File: src/rtl/proc_fetch_buffer_if.sv
// Fetch buffer bus bundle: redirect input, instruction-memory request and
// response channels, and the decode-side instruction channel.
// The master modport is the fetch buffer; the slave modport is its environment.
interface proc_fetch_buffer_if #(
  parameter int p_depth = 4
);
  localparam int lp_cnt_w = $clog2(p_depth) + 1;

  logic                redirect_val;
  logic [31:0]         redirect_pc;
  logic                imem_req_val;
  logic                imem_req_rdy;
  logic [31:0]         imem_req_addr;
  logic                imem_resp_val;
  logic                imem_resp_rdy;
  logic [31:0]         imem_resp_data;
  logic                inst_val;
  logic                inst_rdy;
  logic [31:0]         inst_data;
  logic [31:0]         inst_pc;
  logic [lp_cnt_w-1:0] count;

  modport master (
    input  redirect_val, redirect_pc,
    input  imem_req_rdy, imem_resp_val, imem_resp_data,
    input  inst_rdy,
    output imem_req_val, imem_req_addr, imem_resp_rdy,
    output inst_val, inst_data, inst_pc, count
  );

  modport slave (
    output redirect_val, redirect_pc,
    output imem_req_rdy, imem_resp_val, imem_resp_data,
    output inst_rdy,
    input  imem_req_val, imem_req_addr, imem_resp_rdy,
    input  inst_val, inst_data, inst_pc, count
  );
endinterface

File: src/rtl/proc_fetch_buffer.sv
// Instruction fetch buffer. Issues sequential fetch requests under a credit
// scheme (requests in flight plus queued entries never exceed the queue depth),
// queues in-order responses with their PC, and squashes both the queue and
// the responses still in flight when the pipeline redirects.
module proc_fetch_buffer #(
  parameter int          p_depth        = 4,
  parameter logic [31:0] p_reset_vector = 32'h200
) (
  input logic                 clk,
  input logic                 reset,
  proc_fetch_buffer_if.master bus
);

  localparam int lp_ptr_w = $clog2(p_depth);
  localparam int lp_cnt_w = lp_ptr_w + 1;
  localparam logic [lp_cnt_w:0] lp_depth = (lp_cnt_w + 1)'(p_depth);

  logic [31:0]         r_fetch_pc;
  logic [31:0]         r_resp_pc;
  logic [lp_cnt_w-1:0] r_count;
  logic [lp_cnt_w-1:0] r_inflight;
  logic [lp_cnt_w-1:0] r_drop_cnt;
  logic [lp_ptr_w-1:0] r_head;
  logic [lp_ptr_w-1:0] r_tail;
  logic [31:0]         r_q_data [p_depth];
  logic [31:0]         r_q_pc   [p_depth];

  logic                w_credit_ok;
  logic [lp_cnt_w:0]   w_credit_used;
  logic                w_req_val;
  logic                w_req_fire;
  logic                w_resp_fire;
  logic                w_inst_val;
  logic                w_inst_fire;
  logic                w_drop;
  logic                w_enq;
  logic                w_deq;

  // Handshake qualification; every output is held quiet while reset is low,
  // so no fire can occur during reset.
  always_comb begin
    w_credit_used = {1'b0, r_inflight} + {1'b0, r_count};
    w_credit_ok   = (w_credit_used < lp_depth);
    w_req_val     = reset & ~bus.redirect_val & w_credit_ok;
    w_req_fire    = w_req_val & bus.imem_req_rdy;
    w_resp_fire   = reset & bus.imem_resp_val;
    w_inst_val    = reset & (r_count != '0);
    w_inst_fire   = w_inst_val & bus.inst_rdy;
    // A response fired in the redirect cycle belongs to the squashed stream.
    w_drop        = w_resp_fire & (bus.redirect_val | (r_drop_cnt != '0));
    w_enq         = w_resp_fire & ~w_drop;
    w_deq         = w_inst_fire & ~bus.redirect_val;
  end

  assign bus.imem_req_val  = w_req_val;
  assign bus.imem_req_addr = r_fetch_pc;
  assign bus.imem_resp_rdy = reset;
  assign bus.inst_val      = w_inst_val;
  assign bus.inst_data     = reset ? r_q_data[r_head] : 32'h0;
  assign bus.inst_pc       = reset ? r_q_pc[r_head]   : 32'h0;
  assign bus.count         = reset ? r_count          : '0;

  // Fetch/response PCs, credit counters, queue pointers and redirect handling.
  always_ff @(posedge clk) begin
    if (!reset) begin
      r_fetch_pc <= p_reset_vector;
      r_resp_pc  <= p_reset_vector;
      r_count    <= '0;
      r_inflight <= '0;
      r_drop_cnt <= '0;
      r_head     <= '0;
      r_tail     <= '0;
    end else begin
      // Requests never fire during a redirect, so this also yields the
      // post-redirect in-flight count.
      case ({w_req_fire, w_resp_fire})
        2'b10:   r_inflight <= r_inflight + lp_cnt_w'(1);
        2'b01:   r_inflight <= r_inflight - lp_cnt_w'(1);
        default: r_inflight <= r_inflight;
      endcase

      if (bus.redirect_val) begin
        // Everything still in flight after this cycle is from the old stream;
        // recomputed from scratch rather than added to any old drop count.
        r_drop_cnt <= w_resp_fire ? (r_inflight - lp_cnt_w'(1)) : r_inflight;
        r_fetch_pc <= bus.redirect_pc;
        r_resp_pc  <= bus.redirect_pc;
        r_count    <= '0;
        r_head     <= '0;
        r_tail     <= '0;
      end else begin
        if (w_req_fire) begin
          r_fetch_pc <= r_fetch_pc + 32'd4;
        end
        if (w_drop) begin
          r_drop_cnt <= r_drop_cnt - lp_cnt_w'(1);
        end
        if (w_enq) begin
          r_tail    <= r_tail + lp_ptr_w'(1);
          r_resp_pc <= r_resp_pc + 32'd4;
        end
        if (w_deq) begin
          r_head <= r_head + lp_ptr_w'(1);
        end
        case ({w_enq, w_deq})
          2'b10:   r_count <= r_count + lp_cnt_w'(1);
          2'b01:   r_count <= r_count - lp_cnt_w'(1);
          default: r_count <= r_count;
        endcase
      end
    end
  end

  // Queue storage: accepted response word tagged with its PC at the tail.
  always_ff @(posedge clk) begin
    if (w_enq) begin
      r_q_data[r_tail] <= bus.imem_resp_data;
      r_q_pc[r_tail]   <= r_resp_pc;
    end
  end

endmodule

File: src/flat_wrapper.sv
// flat-port wrapper written by rule: the top's interface ports become plain ports
module proc_fetch_buffer_flat 
#(
  parameter int          p_depth        = 4,
  parameter logic [31:0] p_reset_vector = 32'h200
)
  (clk, reset, bus_redirect_val, bus_redirect_pc, bus_imem_req_rdy, bus_imem_resp_val, bus_imem_resp_data, bus_inst_rdy, bus_imem_req_val, bus_imem_req_addr, bus_imem_resp_rdy, bus_inst_val, bus_inst_data, bus_inst_pc, bus_count);
  proc_fetch_buffer_if #(.p_depth(p_depth)) bus_i ();
  input logic clk;
  input logic reset;
  input wire logic [$bits(bus_i.redirect_val)-1:0] bus_redirect_val;
  input wire logic [$bits(bus_i.redirect_pc)-1:0] bus_redirect_pc;
  input wire logic [$bits(bus_i.imem_req_rdy)-1:0] bus_imem_req_rdy;
  input wire logic [$bits(bus_i.imem_resp_val)-1:0] bus_imem_resp_val;
  input wire logic [$bits(bus_i.imem_resp_data)-1:0] bus_imem_resp_data;
  input wire logic [$bits(bus_i.inst_rdy)-1:0] bus_inst_rdy;
  output wire logic [$bits(bus_i.imem_req_val)-1:0] bus_imem_req_val;
  output wire logic [$bits(bus_i.imem_req_addr)-1:0] bus_imem_req_addr;
  output wire logic [$bits(bus_i.imem_resp_rdy)-1:0] bus_imem_resp_rdy;
  output wire logic [$bits(bus_i.inst_val)-1:0] bus_inst_val;
  output wire logic [$bits(bus_i.inst_data)-1:0] bus_inst_data;
  output wire logic [$bits(bus_i.inst_pc)-1:0] bus_inst_pc;
  output wire logic [$bits(bus_i.count)-1:0] bus_count;
  assign bus_i.redirect_val = bus_redirect_val;
  assign bus_i.redirect_pc = bus_redirect_pc;
  assign bus_i.imem_req_rdy = bus_imem_req_rdy;
  assign bus_i.imem_resp_val = bus_imem_resp_val;
  assign bus_i.imem_resp_data = bus_imem_resp_data;
  assign bus_i.inst_rdy = bus_inst_rdy;
  assign bus_imem_req_val = bus_i.imem_req_val;
  assign bus_imem_req_addr = bus_i.imem_req_addr;
  assign bus_imem_resp_rdy = bus_i.imem_resp_rdy;
  assign bus_inst_val = bus_i.inst_val;
  assign bus_inst_data = bus_i.inst_data;
  assign bus_inst_pc = bus_i.inst_pc;
  assign bus_count = bus_i.count;
  proc_fetch_buffer #(.p_depth(p_depth), .p_reset_vector(p_reset_vector)) u_core (.clk(clk), .reset(reset), .bus(bus_i));
endmodule
File: config.mk
export PLATFORM = sky130hd
export DESIGN_NAME = proc_fetch_buffer_flat
export DESIGN_NICKNAME = d
export VERILOG_FILES = /design/src/rtl/proc_fetch_buffer_if.sv /design/src/rtl/proc_fetch_buffer.sv /design/src/flat_wrapper.sv
export SDC_FILE = /design/constraint.sdc
export NUM_CORES = 1
export LEC_CHECK = 0
export BUFFER_PORTS_ARGS = -buffer_cell sky130_fd_sc_hd__clkbuf_2
export CAP_MARGIN = 0
export CORE_MARGIN = 8
export CORE_UTILIZATION = 55
export DETAILED_ROUTE_END_ITERATION = 8
export MAX_ROUTING_LAYER = met4
export PLACE_DENSITY = 0.76
export SKIP_CTS_REPAIR_TIMING = 1
export SLEW_MARGIN = 10
export SYNTH_ARGS = -nofsm -noshare
export SYNTH_HDL_FRONTEND = slang
export SYNTH_SLANG_ARGS = --single-unit
File: constraint.sdc
create_clock -name clk -period 4.1 [get_ports clk]
set_clock_uncertainty 0.15 [all_clocks]
set_input_delay 0.41 -clock clk [delete_from_list [all_inputs] [get_ports clk]]
set_output_delay 0.41 -clock clk [all_outputs]
set_load 0.1 [all_outputs]
==> run summary <==
Synth Area in XOR/XNOR - 3.38%
CTS Sinks - 335
fmax - 304 MHz
Total Neg Setup Slack - 0 ps
crit path buf inv count - 2
Synth area leader - edfxtp_1
CP required - 3540 ps
ys flop type - edfxtp_1
RSZ-0062 raised after global routing - false
Vert. Die Dim - 176 um
Core ar. - 0.0251 mm2
critical path's slowest cell - dfxtp_4
CP Max Fanout - 24
Yosys top cell area share - 54.9%
first-pass GRT wire length - 48600 um
Hold Slack - -6.37 ps
fin. max-slew vios - 0
Die X - 176 um
Post-synth EDFFs - 256
DRC viols - 0
final setup fails - 0
1st-iter DRT viols - 704
Syn Nets - 1020
Post-Synth Adder-Cell Area - 1.39%
Syn Area/Cell - 15.0 um2
Longest Clk Path Bufs - 3
Post-synth ARST share - 0%
top cells by area, synth - edfxtp_1, dfxtp_1, mux4_2
Ant. Diodes - 0
Critical Path Stages - 4
I/O Buffers - 171
Post-synth top cells - edfxtp_1, dfxtp_1, and2_1
max_cap viols - 0
vias in the first global route - 8715
share of cells above drive strength 1 - 27.8%
initial antenna violation count - 0
Worst Hold Class - in -> reg
nets - 1228
hpwl dp - 21100 um
worst-margin pin slew - 776 ps
Area Overhead vs Synth - 20.0%
Overall Global Routing Usage - 20.6%
PwrDens - 456 mW/mm2
routed len/inst - 21.2 um
Synth Cell Area - 0.0140 mm2
io pins - 172
multiplexer area fraction after synthesis - 10.6%
r2r endpoint - u_core.r_count[2]$_SDFFE_PP0P_
Via density - 5.81
max incr delay on CP - 660 ps
status - finished with violations
Top Family by Delay on Critical Path - buffers and inverters
register bit total from synthesis - 335
failing checks - hold timing
fillers - 1783
initial core utilization - 55.7%
largest family of logic cells by synthesized area - multiplexers
CTS tree - done
Final ANT Viol Nets - 0
Crit Path Class - reg -> out
final worst-path cycle share - 80.2%
crit path cell chain - buf_4 > mux4_2 > and2_1 > clkbuf_2
worst r2r src - u_core.r_drop_cnt[0]$_SDFFE_PN0P_
cts bufs inserted - 35
Worst Setup EP - bus_inst_data[28]
die area - 0.0308 mm2
post-synthesis compound-gate area fraction - 5.52%
Worst setup EP type - primary output
Critical Path AT - 2730 ps
Seq/Total Area, Yosys - 66.2%
Hold Fails Final Rpt - 1
Mapped Cells - 935
pin count of the biggest net entering global routing - 65
number of distinct library cells after synthesis - 63
Post-Route WL - 31700 um
fin crit period - 3290 ps
Placement Rows - 58
r2r setup slk - 1410 ps
Yosys warnings - 0
grt ovf - 0
Max VDD drop - 0.313 mV
Worst-Skew Late Latency - 500 ps
clock slew at the register clock pins of the worst setup and hold paths - 60 ps
R2R depth - 11
Pleak - 5.80 nW
TritonRoute pass-1 iters - 5
Slew HR - 48.3%
crit path launch type - register
vias - 8702
gpl congestion - 0.904
most numerous cell in the Yosys netlist - edfxtp_1
H-tree Lvls - 2
CTS Root Cell - clkbuf_16
Simple-Gate Fraction of Synth Area - 10.6%
==> tightest hold or removal path: stages <==
cell and delay, ps:
clkbuf_2 100, nand2_1 40, o21ai_0 50
==> state kept, by name, indices dropped and copies added (netlist names), named ones only <==
signal / count
u_core.bus.imem_req_addr: 32
u_core.r_head: 2
u_core.r_count: 3
u_core.r_tail: 2
u_core.r_drop_cnt: 3
u_core.r_resp_pc: 32
u_core.r_q_data: 128
u_core.r_inflight: 3
u_core.r_q_pc: 128
==> power breakdown <==
part	internal (W)	switching, W
registers	0.00373	0.0000916
clock network	0.00186	0.00123
logic	0.000186	0.000555
==> layout make-up <==
class,count,area [um2],area share (%)
sequential,335,9270,55.2
multi-input combinational,526,4400,26.2
timing repair buffer,226,1510,8.97
clock buffer,45,933,5.56
tap,330,413,2.46
clock inverter,16,188,1.12
inverter,19,71.3,0.425
==> how the worst min path moves through the flow <==
stage | startpoint | to | slack [ps] | depth (start not counted)
final | bus_redirect_pc[15] | u_core.r_resp_pc[15]$_SDFFE_PN0N_ | -6 | 3
after global routing | bus_imem_resp_data[10] | u_core.r_q_data[1][10]$_DFFE_PP_ | 3 | 1
after CTS | bus_imem_resp_data[1] | u_core.r_q_data[1][1]$_DFFE_PP_ | -40 | 1
after detailed placement | u_core.bus.imem_req_addr[1]$_SDFFE_PN0P_ | u_core.bus.imem_req_addr[1]$_SDFFE_PN0P_ | 300 | 2
after global placement | u_core.bus.imem_req_addr[0]$_SDFFE_PN0P_ | u_core.bus.imem_req_addr[0]$_SDFFE_PN0P_ | 290 | 2
after floorplan | u_core.r_resp_pc[0]$_SDFFE_PN0P_ | u_core.r_q_pc[0][0]$_DFFE_PP_ | 310 | 0
==> cells in the final DEF, fill, tap and decap left out, types with 13 or more instances in the layout <==
| cell | count |
|---|---|
| nor2_1 | 30 |
| a21oi_1 | 49 |
| nor3_1 | 21 |
| and2_1 | 67 |
| nand3_1 | 22 |
| inv_1 | 17 |
| xnor2_1 | 32 |
| mux4_2 | 64 |
| nand4_1 | 17 |
| dlygate4sd3_1 | 30 |
| edfxtp_1 | 256 |
| buf_12 | 13 |
| dfxtp_1 | 77 |
| clkbuf_2 | 170 |
| nand2_1 | 46 |
| ha_1 | 14 |
| o21ai_0 | 33 |
| xor2_1 | 22 |
| clkbuf_16 | 35 |
==> per-stage QoR <==
step	total power, W	area (um2)	worst slack (ps)	std cells	utilization (%)
2_1_floorplan	0.00441	14000	608	935	-
3_5_place_dp	0.00460	15400	1240	1406	61.2
5_1_grt	0.00789	16800	620	1497	66.9
3_3_place_gp	0.00459	15400	1280	1406	61.2
4_1_cts	0.00768	16500	715	1467	65.7
6_report	0.00765	16800	810	1497	66.9
==> per-layer routing <==
layer	up-vias	global-route usage, %	wire (um)
met2	355	31.7	15000
met3	52	3.16	2010
met1	4269	28.7	14100
met4	0	5.19	531
met5	-	-	0
li1	4026	-	-
==> logic make-up (layout without fill, tap and decap cells) <==
kind of cell	Yosys count	count (layout)
AO/OA/AOI/OAI	128	128
adder cells (fa/ha/maj)	15	15
XOR/XNOR	54	54
flip-flops	335	335
AND/OR/NAND/NOR	261	261
buffers and inverters	74	306
multiplexers	68	68
Power figures use the tool's default switching activity.
